[config.mk]
export PLATFORM = sky130hd
export DESIGN_NAME = residual_relu_unit_flat
export DESIGN_NICKNAME = d
export VERILOG_FILES = /design/src/rtl/rrelu_pkg.sv /design/src/rtl/residual_relu_unit_if.sv /design/src/rtl/rrelu_lane.sv /design/src/rtl/residual_relu_unit.sv /design/src/flat_wrapper.sv
export SDC_FILE = /design/constraint.sdc
export NUM_CORES = 1
export LEC_CHECK = 0
export ABC_CLOCK_PERIOD_IN_PS = 4700
export BUFFER_PORTS_ARGS = -buffer_cell sky130_fd_sc_hd__buf_2
export CAP_MARGIN = 20
export CORE_ASPECT_RATIO = 1.4
export CORE_MARGIN = 5
export CORE_UTILIZATION = 25
export DETAILED_ROUTE_END_ITERATION = 16
export PLACE_DENSITY = 0.53
export SYNTH_ARGS = -nofsm -noshare
export SYNTH_HDL_FRONTEND = slang
export SYNTH_SLANG_ARGS = --single-unit
export TNS_END_PERCENT = 5
[constraint.sdc]
create_clock -name clk -period 4.7 [get_ports clk]
set_clock_uncertainty 0.1 [all_clocks]
set_input_delay 0.47 -clock clk [delete_from_list [all_inputs] [get_ports clk]]
set_output_delay 0.47 -clock clk [all_outputs]
set_load 0.02 [all_outputs]
[src/rtl/rrelu_pkg.sv]
// Shared definitions for the residual add + ReLU stage that post-processes
// the core's OP_SRAM rows.
//   - Geometry constants: lanes per row, lane widths, rows per pass.
//   - state_t: sequencer states.
//   - psum_row_t / res_row_t: packed row types for OP_SRAM and residual SRAM.
package rrelu_pkg;

    localparam int COL      = 8;
    localparam int PSUM_BW  = 16;
    localparam int RES_BW   = 4;
    localparam int NUM_ROWS = 16;
    localparam int ADDR_W   = 4;

    localparam logic [ADDR_W-1:0] LAST_ROW = ADDR_W'(NUM_ROWS - 1);

    typedef enum logic [2:0] {
        IDLE,
        RD,
        CAP,
        WR,
        DONE
    } state_t;

    typedef logic [COL*PSUM_BW-1:0] psum_row_t;
    typedef logic [COL*RES_BW-1:0]  res_row_t;

endpackage

[src/rtl/residual_relu_unit_if.sv]
// SRAM-side bundle of the residual/ReLU stage.
//   master: the stage (drives addresses, chip/write enables, write data).
//   slave : the memories (return op_q and res_q, one cycle after a read edge).
// Signals:
//   op_addr/op_cen/op_wen/op_d/op_q : single-port OP_SRAM, enables active-low
//   res_addr/res_cen/res_q          : read-only residual SRAM, enable active-low
interface residual_relu_unit_if;
    import rrelu_pkg::*;

    logic [ADDR_W-1:0] op_addr;
    logic              op_cen;
    logic              op_wen;
    psum_row_t         op_d;
    psum_row_t         op_q;
    logic [ADDR_W-1:0] res_addr;
    logic              res_cen;
    res_row_t          res_q;

    modport master (
        output op_addr, op_cen, op_wen, op_d, res_addr, res_cen,
        input  op_q, res_q
    );

    modport slave (
        input  op_addr, op_cen, op_wen, op_d, res_addr, res_cen,
        output op_q, res_q
    );

endinterface

[src/rtl/rrelu_lane.sv]
// One lane of the residual stage: signed psum plus unsigned residual, then
// saturation (optional) and ReLU.
// Ports:
//   psum   in  signed psum lane
//   res    in  unsigned residual activation
//   result out ReLU'd lane value
//   clip   out lane hit the positive saturation limit
// Build option: RESIDUAL_SAT_EN selects saturation; without it the sum wraps
// to the lane width and the wrapped sign decides ReLU, and clip is constant 0.
module rrelu_lane
    import rrelu_pkg::*;
(
    input  logic [PSUM_BW-1:0] psum,
    input  logic [RES_BW-1:0]  res,
    output logic [PSUM_BW-1:0] result,
    output logic               clip
);

`ifdef RESIDUAL_SAT_EN
    logic [PSUM_BW:0] sum;

    assign sum = {psum[PSUM_BW-1], psum} + {{(PSUM_BW+1-RES_BW){1'b0}}, res};

    // The residual is non-negative, so the 17-bit sum can only overflow
    // upward: bit 16 set means genuinely negative, bit 15 set alone means
    // above the positive limit.
    always_comb begin
        result = sum[PSUM_BW-1:0];
        clip   = 1'b0;
        if (sum[PSUM_BW]) begin
            result = '0;
        end else if (sum[PSUM_BW-1]) begin
            result = {1'b0, {(PSUM_BW-1){1'b1}}};
            clip   = 1'b1;
        end
    end
`else
    logic [PSUM_BW-1:0] wrapped;

    assign wrapped = psum + {{(PSUM_BW-RES_BW){1'b0}}, res};
    assign result  = wrapped[PSUM_BW-1] ? '0 : wrapped;
    assign clip    = 1'b0;
`endif

endmodule

[src/rtl/residual_relu_unit.sv]
// Residual add + ReLU sequencer. After start, walks all OP_SRAM rows with a
// read / capture / write-back cycle per row (the OP_SRAM is single-port, so
// reads and writes never overlap), adding the matching residual word lane-wise
// and writing the ReLU'd row back in place.
// Ports:
//   clk, reset   clock and asynchronous active-low reset
//   start        begin a pass (honoured only while idle)
//   busy         pass in progress
//   done         one-cycle pulse after the last row write
//   clip_cnt     saturated lanes in the latest pass (RESIDUAL_SAT_EN builds)
//   sram         OP_SRAM and residual SRAM port bundle (master side)
// Build option: RESIDUAL_SAT_EN enables saturation and the clip counter.
module residual_relu_unit
    import rrelu_pkg::*;
(
    input  logic                 clk,
    input  logic                 reset,
    input  logic                 start,
    output logic                 busy,
    output logic                 done,
    output logic [7:0]           clip_cnt,
    residual_relu_unit_if.master sram
);

    state_t            state;
    state_t            state_nxt;
    logic [ADDR_W-1:0] row;
    logic [ADDR_W-1:0] row_nxt;
    psum_row_t         op_d_q;
    psum_row_t         lane_result;
    logic [COL-1:0]    lane_clip;
    logic              op_cen_c;
    logic              op_wen_c;
    logic              res_cen_c;

    for (genvar i = 0; i < COL; i++) begin : g_lane
        rrelu_lane u_lane (
            .psum   (sram.op_q[i*PSUM_BW +: PSUM_BW]),
            .res    (sram.res_q[i*RES_BW +: RES_BW]),
            .result (lane_result[i*PSUM_BW +: PSUM_BW]),
            .clip   (lane_clip[i])
        );
    end

    always_ff @(posedge clk or negedge reset) begin
        if (!reset) begin
            state <= IDLE;
            row   <= '0;
        end else begin
            state <= state_nxt;
            row   <= row_nxt;
        end
    end

    // Enables are decoded from the state so a reset releases the SRAMs in
    // the same instant it clears the state register.
    always_comb begin
        state_nxt = state;
        row_nxt   = row;
        busy      = 1'b0;
        done      = 1'b0;
        op_cen_c  = 1'b1;
        op_wen_c  = 1'b1;
        res_cen_c = 1'b1;
        case (state)
            IDLE: begin
                if (start) begin
                    state_nxt = RD;
                    row_nxt   = '0;
                end
            end
            RD: begin
                busy      = 1'b1;
                op_cen_c  = 1'b0;
                res_cen_c = 1'b0;
                state_nxt = CAP;
            end
            CAP: begin
                busy      = 1'b1;
                state_nxt = WR;
            end
            WR: begin
                busy     = 1'b1;
                op_cen_c = 1'b0;
                op_wen_c = 1'b0;
                if (row == LAST_ROW) begin
                    state_nxt = DONE;
                end else begin
                    row_nxt   = row + 1'b1;
                    state_nxt = RD;
                end
            end
            DONE: begin
                done      = 1'b1;
                state_nxt = IDLE;
            end
            default: state_nxt = IDLE;
        endcase
    end

    // Read data is valid during CAP; the lane results are latched here and
    // presented as write data during WR.
    always_ff @(posedge clk or negedge reset) begin
        if (!reset) begin
            op_d_q <= '0;
        end else if (state == CAP) begin
            op_d_q <= lane_result;
        end
    end

    assign sram.op_addr  = row;
    assign sram.res_addr = row;
    assign sram.op_cen   = op_cen_c;
    assign sram.op_wen   = op_wen_c;
    assign sram.res_cen  = res_cen_c;
    assign sram.op_d     = op_d_q;

`ifdef RESIDUAL_SAT_EN
    logic [3:0] clip_row;
    logic [8:0] clip_sum;
    logic [7:0] clip_cnt_q;

    always_comb begin
        clip_row = '0;
        for (int i = 0; i < COL; i++) begin
            clip_row = clip_row + {3'b000, lane_clip[i]};
        end
    end

    assign clip_sum = {1'b0, clip_cnt_q} + {5'b00000, clip_row};

    // Cleared only when a pass is accepted so the count survives past done.
    always_ff @(posedge clk or negedge reset) begin
        if (!reset) begin
            clip_cnt_q <= '0;
        end else if (state == IDLE && start) begin
            clip_cnt_q <= '0;
        end else if (state == CAP) begin
            clip_cnt_q <= clip_sum[8] ? 8'hFF : clip_sum[7:0];
        end
    end

    assign clip_cnt = clip_cnt_q;
`else
    logic unused_clip;

    assign unused_clip = ^lane_clip;
    assign clip_cnt    = '0;
`endif

endmodule

[src/flat_wrapper.sv]
// flat-port wrapper written by rule: the top's interface ports become plain ports
module residual_relu_unit_flat import rrelu_pkg::*;
  (clk, reset, start, busy, done, clip_cnt, sram_op_addr, sram_op_cen, sram_op_wen, sram_op_d, sram_res_addr, sram_res_cen, sram_op_q, sram_res_q);
  residual_relu_unit_if sram_i ();
  input  logic clk;
  input  logic reset;
  input  logic start;
  output logic busy;
  output logic done;
  output logic [7:0] clip_cnt;
  output wire logic [$bits(sram_i.op_addr)-1:0] sram_op_addr;
  output wire logic [$bits(sram_i.op_cen)-1:0] sram_op_cen;
  output wire logic [$bits(sram_i.op_wen)-1:0] sram_op_wen;
  output wire logic [$bits(sram_i.op_d)-1:0] sram_op_d;
  output wire logic [$bits(sram_i.res_addr)-1:0] sram_res_addr;
  output wire logic [$bits(sram_i.res_cen)-1:0] sram_res_cen;
  input wire logic [$bits(sram_i.op_q)-1:0] sram_op_q;
  input wire logic [$bits(sram_i.res_q)-1:0] sram_res_q;
  assign sram_op_addr = sram_i.op_addr;
  assign sram_op_cen = sram_i.op_cen;
  assign sram_op_wen = sram_i.op_wen;
  assign sram_op_d = sram_i.op_d;
  assign sram_res_addr = sram_i.res_addr;
  assign sram_res_cen = sram_i.res_cen;
  assign sram_i.op_q = sram_op_q;
  assign sram_i.res_q = sram_res_q;
  residual_relu_unit u_core (.clk(clk), .reset(reset), .start(start), .busy(busy), .done(done), .clip_cnt(clip_cnt), .sram(sram_i));
endmodule
Yosys cells after proc, flatten, opt, wreduce, memory -nomap -nowiden --
Index checks and enable logic that the tools add are counted. Widths: inputs -> output; s select.
Cells by class: add/sub/neg operators 9, muxes and demuxes 19, equality and inequality tests 7, reduce and logical (&&, ||, !) cells 5
Operators with widths (number):
- $add 16x4->16 | 8
- $mux 15 | 8
- $pmux 3 s4 | 1
- $mux 4 | 2
- $pmux 4 s2 | 1
- $eq 3x2->1 const B | 2
- $mux 3 | 2
- $mux 1 | 5
- $add 4x1->4 const B | 1
- $eq 4x4->1 const B | 1
- $ne 2x2->1 const B | 2
- $eq 3x1->1 const B | 1
- $eq 3x3->1 const B | 1
- $logic_not 3->1 | 1
- $reduce_and 3->1 | 1
- $reduce_or 3->1 | 1
- $reduce_bool 2->1 | 1
- $reduce_or 2->1 | 1
Storage, ports and cells: output and inout port bits 149, word-level logic and storage cells 43, bits in registers 135, bits of input ports 163

Longest topological paths before layout --
Gate-level depths: netlist (run 1).
word-level depth 3, gate-level depth with buffers 8, depth with buffers taken out 8

By module --
A second synthesis (run 1) with hierarchy kept.
Second synthesis, totals: cell total of the unflattened synthesis 991, area total of the unflattened synthesis 9955.8 um^2
Modules (own cells, without submodules):
- residual_relu_unit | seq. area each 3378.2 um^2, area an instance 5295.1 um^2, instances 1, cells an instance 321
- rrelu_lane (u_core.g_lane[0].u_lane ...) | seq. area each 0.0 um^2, area an instance 586.8 um^2, instances 5, cells an instance 83
- rrelu_lane (u_core.g_lane[2].u_lane ...) | seq. area each 0.0 um^2, area an instance 575.6 um^2, instances 3, cells an instance 85

Least setup slack after synthesis (run 1) --
OpenSTA, ideal clock, no wires.
path type input port to flip-flop, from input sram_res_q[16], to register u_core.op_d_q[76], in the netlist u_core.sram.op_d[76], data required time 4505 ps, stages on the path 8, data arrival time 1972 ps, setup time 95 ps, path buffers 0, setup slack 2533 ps, cell sequence ha_1 inv_1 fa_1 nand2b_1 a21oi_1 nand4_1 xnor2_1 o31ai_1
On the way: longest elaborated chain between the ends 2
RTL lines:
- start: declaration | RTL line flat_wrapper.sv:18 | input wire logic [$bits(sram_i.res_q)-1:0] sram_res_q;
- $add 16x4->16 | RTL line rrelu_lane.sv:40 | assign wrapped = psum + {{(PSUM_BW-RES_BW){1'b0}}, res};
- $mux 15 | RTL line rrelu_lane.sv:41 | assign result = wrapped[PSUM_BW-1] ? '0 : wrapped;
- end signal: assignment | RTL line residual_relu_unit.sv:107 | op_d_q <= lane_result;
- end: declaration | RTL line residual_relu_unit.sv:29 | psum_row_t op_d_q;
Every way passes these cells. A chain may end at the register's enable or synchronous reset.

Final worst setup path (run 1) --
from input sram_res_q[18], to register u_core.op_d_q[74], in the netlist u_core.sram.op_d[74]
The elaborated chain is that of the path after synthesis.

==> results.yml, run 1 <==
pwr:
  power_leakage_uw: 0.00506
  ir_worst_vdd_mv: 0.333
  power_frac_comb_pct: 43.7
  power_frac_seq_pct: 32.9
  power.clock.fraction_pct: 23.4
  internal-power_uw: 3120
  power_switching_uw: 2400
  power-per-cell-area_nw_per_um2: 527
  swShare_pct: 43.4
finish:
  area.growth.synth_to_final_pct: 29.2
  final_nets: 1355
  layout_common_cells: "sky130_fd_sc_hd__buf_2 (294), sky130_fd_sc_hd__nand2_1 (161), sky130_fd_sc_hd__dfrtp_1 (127), sky130_fd_sc_hd__o31ai_1 (93), sky130_fd_sc_hd__xor2_1 (60)"
  drive_above_1_share_pct: 31.7
  layoutNonFillerInstCount: 1566
  final_common_cell: "sky130_fd_sc_hd__buf_2"
synthesis:
  synth.ff_latch_count: 127
  synthesized_area_um2: 8110
  synth.avg_cell_area_um2: 9.34
  share_of_synthesized_cell_area_in_full_adder_half_adder_and_majority_cells_pct: 7.07
  synth_area_in_compound_gates_pct: 17.3
  muxShareOfSynthArea_pct: 0.370
  yosys_most_used_dff: "sky130_fd_sc_hd__dfrtp_1"
  synth-xor-area-share_pct: 11.2
  synth-async-reset-ratio_pct: 100
  synthDistinctLibCells: 56
  synth_enable_flop_cells: 0
  ys_warn_count: 0
  synth_top_family_by_area: "simple AND/OR/NAND/NOR gates"
  syn-instance-count: 868
  post_synth_and_or_nand_nor_area_fraction_pct: 19.3
  synth_sequential_area_ratio_pct: 39.2
die:
  die_h_um: 223
  floorplan.core_area_um2: 32200
  number_of_rows_in_the_core_area: 78
  floorplan.die_area_um2: 36200
  floorplan.io_pins: 312
  die_w_um: 162
  initial_utilization_pct: 25.2
critical_path:
  worstSetupPathType: "input pin to flop"
  reg2reg_slack_ns: 2.50
  crit_path_max_fanout: 12
  worstSetupEndpointType: "flop"
  timing.critical_path.from_type: "input pin"
  crit_required_ns: 4.86
  arrival_ns: 2.49
clock_tree:
  clock_path_buffers: 2
  tritoncts_num_sinks: 127
  postCtsHoldBufs: 1
  cts-htree-levels: 4
  clock_tree_root: "sky130_fd_sc_hd__clkbuf_16"
  clkSlewWorstSetupHoldPaths_ns: 0.06
  cts_tree: "done"
  cts_inserted_buffers: 17
  worst_skew_pair.late_latency_ns: 0.43
  count_of_buffers_added_by_post_cts_timing_repair_for_setup: 0
  cells_resized_by_post_cts_repair: 0
placed_design:
  gp_congestion: 0.836
  dp.final_hpwl_um: 20000
  buffer_ports.inserted: 295
  numPlacedInstances: 1530
route:
  count_of_unresolved_drc_violations_after_routing: 0
  first_iter_violations: 310
  viasPerCell: 4.68
  top_signal_layer_used: "met4"
  vias: 7334
  wl_met3_um: 1390
  wire_length_per_cell_after_detailed_routing_um: 16.2
  drt_pass1_iterations: 5
  detail_route.wirelength.met1_um: 9690
  finalWirelength_um: 25400
  detailroute.wirelength.met2_um: 13600
  final_antenna_net_count: 0
timing:
  worst_slew_pin_slew_ns: 1.06
  finalWorstPathRequiredPeriod_ns: 2.33
  rsz0062_at_grt: "no"
  final_min_period_over_clock_period_pct: 49.6
  fmax_ghz: 0.429
  max_slew_margin_pct: 28.5
  final_hold_viol_count: 0
  fin_setup_tns_ns: 0
  finalMaxSlewViolations: 0
  timing.final.setup_violations: 0
global_route:
  grt_first_pass_wirelength_um: 40300
  groute.usage.overall_pct: 13.9
  grt_start_max_net_pins: 112
  first_global_vias: 7484
  grt_antenna_before_repair: 2
  grt_overflow_total: 0
worst_hold_path:
  hold_path_class: "input pin to flop"
outcome:
  outcome: "finished clean"
run:
  max_cap_viol_count: 0
## worst max-delay path, cell delays in order
cell and delay (ns):
sky130_fd_sc_hd__buf_2 0.10, sky130_fd_sc_hd__ha_1 0.35, sky130_fd_sc_hd__o21ai_0 0.15, sky130_fd_sc_hd__o21bai_2 0.26, sky130_fd_sc_hd__nand4_1 0.15, sky130_fd_sc_hd__xnor2_1 0.85, sky130_fd_sc_hd__o31ai_1 0.17
## path summary, 6_finish.rpt
check | cells past startpoint | end | start
worst max-delay path | 7 | u_core.sram.op_d[74] | sram_res_q[18]
worst min-delay path | 2 | u_core.sram.op_d[61] | sram_op_q[63]
worst max register to register | 4 | u_core.sram.op_d[83] | u_core.state[0]
worst min register to register | 2 | u_core.sram.op_d[98] | u_core.sram.op_d[98]
max in group asynchronous | 3 | u_core.sram.op_d[4] | reset
min in group asynchronous | 2 | u_core.sram.op_d[75] | reset
## layer usage
metal | vias to the layer above | global-route usage [%]
li1 | 3608 | -
met3 | 48 | 3.79
met4 | 0 | 6.01
met5 | - | 0
met2 | 226 | 25.6
met1 | 3452 | 14.8
## cells by family (layout without fill, tap and decap cells)
group / after synthesis / count (layout)
AO/OA/AOI/OAI: 184 / 184
XOR/XNOR: 100 / 100
adder cells (fa/ha/maj): 41 / 41
buffers and inverters: 85 / 366
flip-flops: 127 / 127
multiplexers: 3 / 3
other: 1 / 18
AND/OR/NAND/NOR: 327 / 327
## power by group through the flow
stage          logic (uW)  clock network (uW)  registers, uW
2_1_floorplan        1050                   0           2310
3_3_place_gp         2440                   0           1830
3_5_place_dp         2460                   0           1840
4_1_cts              2460                1340           1830
5_1_grt              2650                1390           1880
6_report             2410                1290           1820
## synth_stat cells, types with 9 or more instances
cell	number	area share (%)
sky130_fd_sc_hd__nand4_1	22	1.7
sky130_fd_sc_hd__clkbuf_1	16	0.74
sky130_fd_sc_hd__and3_1	13	1.0
sky130_fd_sc_hd__o31ai_1	93	8.6
sky130_fd_sc_hd__o21ai_1	9	0.56
sky130_fd_sc_hd__nor2b_1	12	0.93
sky130_fd_sc_hd__dfrtp_1	127	39
sky130_fd_sc_hd__nor2_1	43	2.0
sky130_fd_sc_hd__inv_1	31	1.4
sky130_fd_sc_hd__nand3_1	34	2.1
sky130_fd_sc_hd__o41ai_1	11	1.2
sky130_fd_sc_hd__buf_4	23	2.1
sky130_fd_sc_hd__xor2_1	60	6.5
sky130_fd_sc_hd__ha_1	33	5.1
sky130_fd_sc_hd__nand2_1	162	7.5
sky130_fd_sc_hd__a21oi_1	11	0.68
sky130_fd_sc_hd__xnor2_1	36	3.9
## sequential cells by signal, indices dropped and copies added, names as in the netlist
register / flops
u_core.sram.op_addr: 4
u_core.sram.op_d: 120
u_core.state: 3
## layout make-up
cell class / instances / area, um^2
tap: 400 / 500
inverter: 31 / 116
timing repair buffer: 303 / 1560
multi-input combinational: 671 / 4550
antenna: 2 / 5.00
sequential: 127 / 3180
fill: 3431 / 21700
clock inverter: 10 / 86.3
clock buffer: 22 / 484
## through the flow
stage	area, um^2	hold WS (ns)	setup WS [ns]	util, %	power [uW]
floorplan	8160	0.0744	2.53	-	3360
global placement	9870	0.282	1.85	30.7	4270
detailed placement	9880	0.277	1.78	30.7	4290
CTS	10500	0.143	2.25	32.5	5620
global route	10500	0.152	2.15	32.5	5910
finish	10500	0.181	2.37	32.5	5520
No activity file was read; power rests on OpenSTA's default activity.
==> inputs of run 2 (changes only) <==
Settings changed: ABC_CLOCK_PERIOD_IN_PS 4700 to 2300.
Clock period 4.7 ns to 2.3 ns, I/O delays scaled along.
==> results.yml, run 2 (synthesis gave the netlist of run 1 again) <==
clock_tree:
  worst_skew_pair.late_latency_ns: 0.43
  cts-htree-levels: 4
  count_of_buffers_added_by_post_cts_timing_repair_for_setup: 0
  cts_inserted_buffers: 17
  clock_path_buffers: 2
  cts_tree: "done"
  tritoncts_num_sinks: 127
  clock_tree_root: "sky130_fd_sc_hd__clkbuf_16"
  clkSlewWorstSetupHoldPaths_ns: 0.06
  cells_resized_by_post_cts_repair: 0
route:
  final_antenna_net_count: 0
  viasPerCell: 4.63
  vias: 7400
  first_iter_violations: 299
  drt_pass1_iterations: 4
  count_of_unresolved_drc_violations_after_routing: 0
  finalWirelength_um: 25300
  wire_length_per_cell_after_detailed_routing_um: 15.8
finish:
  number_of_flip_flops_in_the_largest_register: 120
  area.growth.synth_to_final_pct: 33.4
  antenna_cells: 0
  final_common_cell: "sky130_fd_sc_hd__buf_2"
  final_nets: 1389
  drive_above_1_share_pct: 32.5
  summed_area_of_non_filler_cells_in_the_final_layout_um2: 10800
  layoutNonFillerInstCount: 1598
  final_core_util_pct: 33.6
  layout_common_cells: "sky130_fd_sc_hd__buf_2 (294), sky130_fd_sc_hd__nand2_1 (161), sky130_fd_sc_hd__dfrtp_1 (127), sky130_fd_sc_hd__o31ai_1 (93), sky130_fd_sc_hd__xor2_1 (60)"
timing:
  max_slew_margin_pct: 64.6
  rsz0062_at_grt: "no"
  timing.final.setup_violations: 0
  worst_slew_pin_slew_ns: 0.532
  final_min_period_over_clock_period_pct: 85.1
  finalMaxSlewViolations: 0
  fmax_ghz: 0.511
  finalWorstPathRequiredPeriod_ns: 1.96
  fin_setup_tns_ns: 0
  final_hold_viol_count: 0
placed_design:
  buffer_ports.inserted: 295
  numPlacedInstances: 1553
  dp.final_hpwl_um: 19900
  placed_area_um2: 10100
  gp_congestion: 0.841
critical_path:
  crit_chain: "dlygate4sd3_1 -> buf_2 -> nand4_1 -> nor2_2 -> nand4_2 -> xnor2_2 -> buf_4 -> o41ai_1"
  worstSetupEndpointType: "flop"
  r2r-end: "u_core.sram.op_d[67]"
  maximum_single_stage_delay_on_the_critical_path_ns: 0.52
  critical_path_depth: 8
  worst_path_max_delay_cell: "sky130_fd_sc_hd__dlygate4sd3_1"
  timing.critical_path.from_type: "input pin"
  worstSetupPathType: "input pin to flop"
  crit_required_ns: 2.52
  worst_r2r_path_depth: 4
  family_with_the_most_delay_on_the_worst_path: "buffers and inverters"
  crit-reg2reg-launch: "u_core.state[0]"
  arrival_ns: 2.17
  crit_path_max_fanout: 8
  reg2reg_slack_ns: 0.45
  critical_path.startpoint: "sram_op_q[120]"
  cp-endpoint: "u_core.sram.op_d[115]"
  crit_buf_inv: 3
global_route:
  grt_antenna_before_repair: 0
  groute.usage.overall_pct: 14.2
  first_global_vias: 7748
  grt_first_pass_wirelength_um: 41200
  grt_start_max_net_pins: 106
  grt_overflow_total: 0
die:
  number_of_rows_in_the_core_area: 78
  floorplan.io_pins: 312
  die_w_um: 162
  floorplan.core_area_um2: 32200
  die_h_um: 223
  initial_utilization_pct: 25.2
  floorplan.die_area_um2: 36200
worst_hold_path:
  min_from: "sram_op_q[24]"
  hold_path_class: "input pin to flop"
pwr:
  power-per-cell-area_nw_per_um2: 1050
  totalPowerFinal_uw: 11400
  ir_worst_vdd_mv: 0.546
  power_leakage_uw: 0.00524
outcome:
  outcome: "finished clean"
run:
  max_cap_viol_count: 0
run 2: cell count changes in the layout (fill, tap and decap cells not counted), sizes merged:
cell         delta
buf            +22
dlygate4sd3    +12
diode           -2
bufinv          +1
clkbuf          -1
run 2: cell type report:
cell class	instances	area, um^2
clock buffers	21	450
fillers	3456	21400
inverters	31	116
clock inverters	11	116
repair buffers	337	1910
flip-flops and latches	127	3180
well taps	400	500
multi-input cells	671	4550
run 2: per-layer routing:
| layer | track usage, % | part of all wire (%) |
|---|---|---|
| met1 | 15.3 | 39 |
| met2 | 25.7 | 53 |
| met3 | 3.70 | 5.4 |
| met4 | 6.33 | 3.6 |
| met5 | 0 | 0 |
run 2: through the flow:
| stage | hold WS, ns | setup slack [ns] |
|---|---|---|
| after floorplan | -0.166 | 0.373 |
| after global placement | 0.146 | 0.0662 |
| after detailed placement | 0.143 | 0.0192 |
| after CTS | 0.000141 | 0.360 |
| after global routing | 0.0199 | 0.208 |
| final | 0.0355 | 0.342 |
run 2: how the worst min path moves through the flow:
stage,depth (start not counted),to
2_1_floorplan,0,u_core.sram.op_addr[0]
3_3_place_gp,1,u_core.sram.op_d[73]
3_5_place_dp,1,u_core.sram.op_d[75]
4_1_cts,3,u_core.sram.op_d[24]
5_1_grt,3,u_core.sram.op_d[24]
6_report,3,u_core.sram.op_d[24]
run 2: timing repair:
action                                  4_1_cts  5_1_grt
hold endpoints to repair                     68        0
hold buffers                                 13        0
endpoints found under the setup margin        0        0
run 2: worst reg2reg max path, cell delays in order, from the launching register on:
cell and delay [ns]:
sky130_fd_sc_hd__dfrtp_1 0.45, sky130_fd_sc_hd__nor2_1 0.24, sky130_fd_sc_hd__nand2_4 0.17, sky130_fd_sc_hd__buf_12 0.25, sky130_fd_sc_hd__o41ai_1 0.52
run 2: power breakdown:
group | total [uW] | switching, uW | internal, uW
sequential | 3690 | 544 | 3150
combinational | 5040 | 3310 | 1730
clock | 2650 | 1040 | 1610
total | 11400 | 4890 | 6490
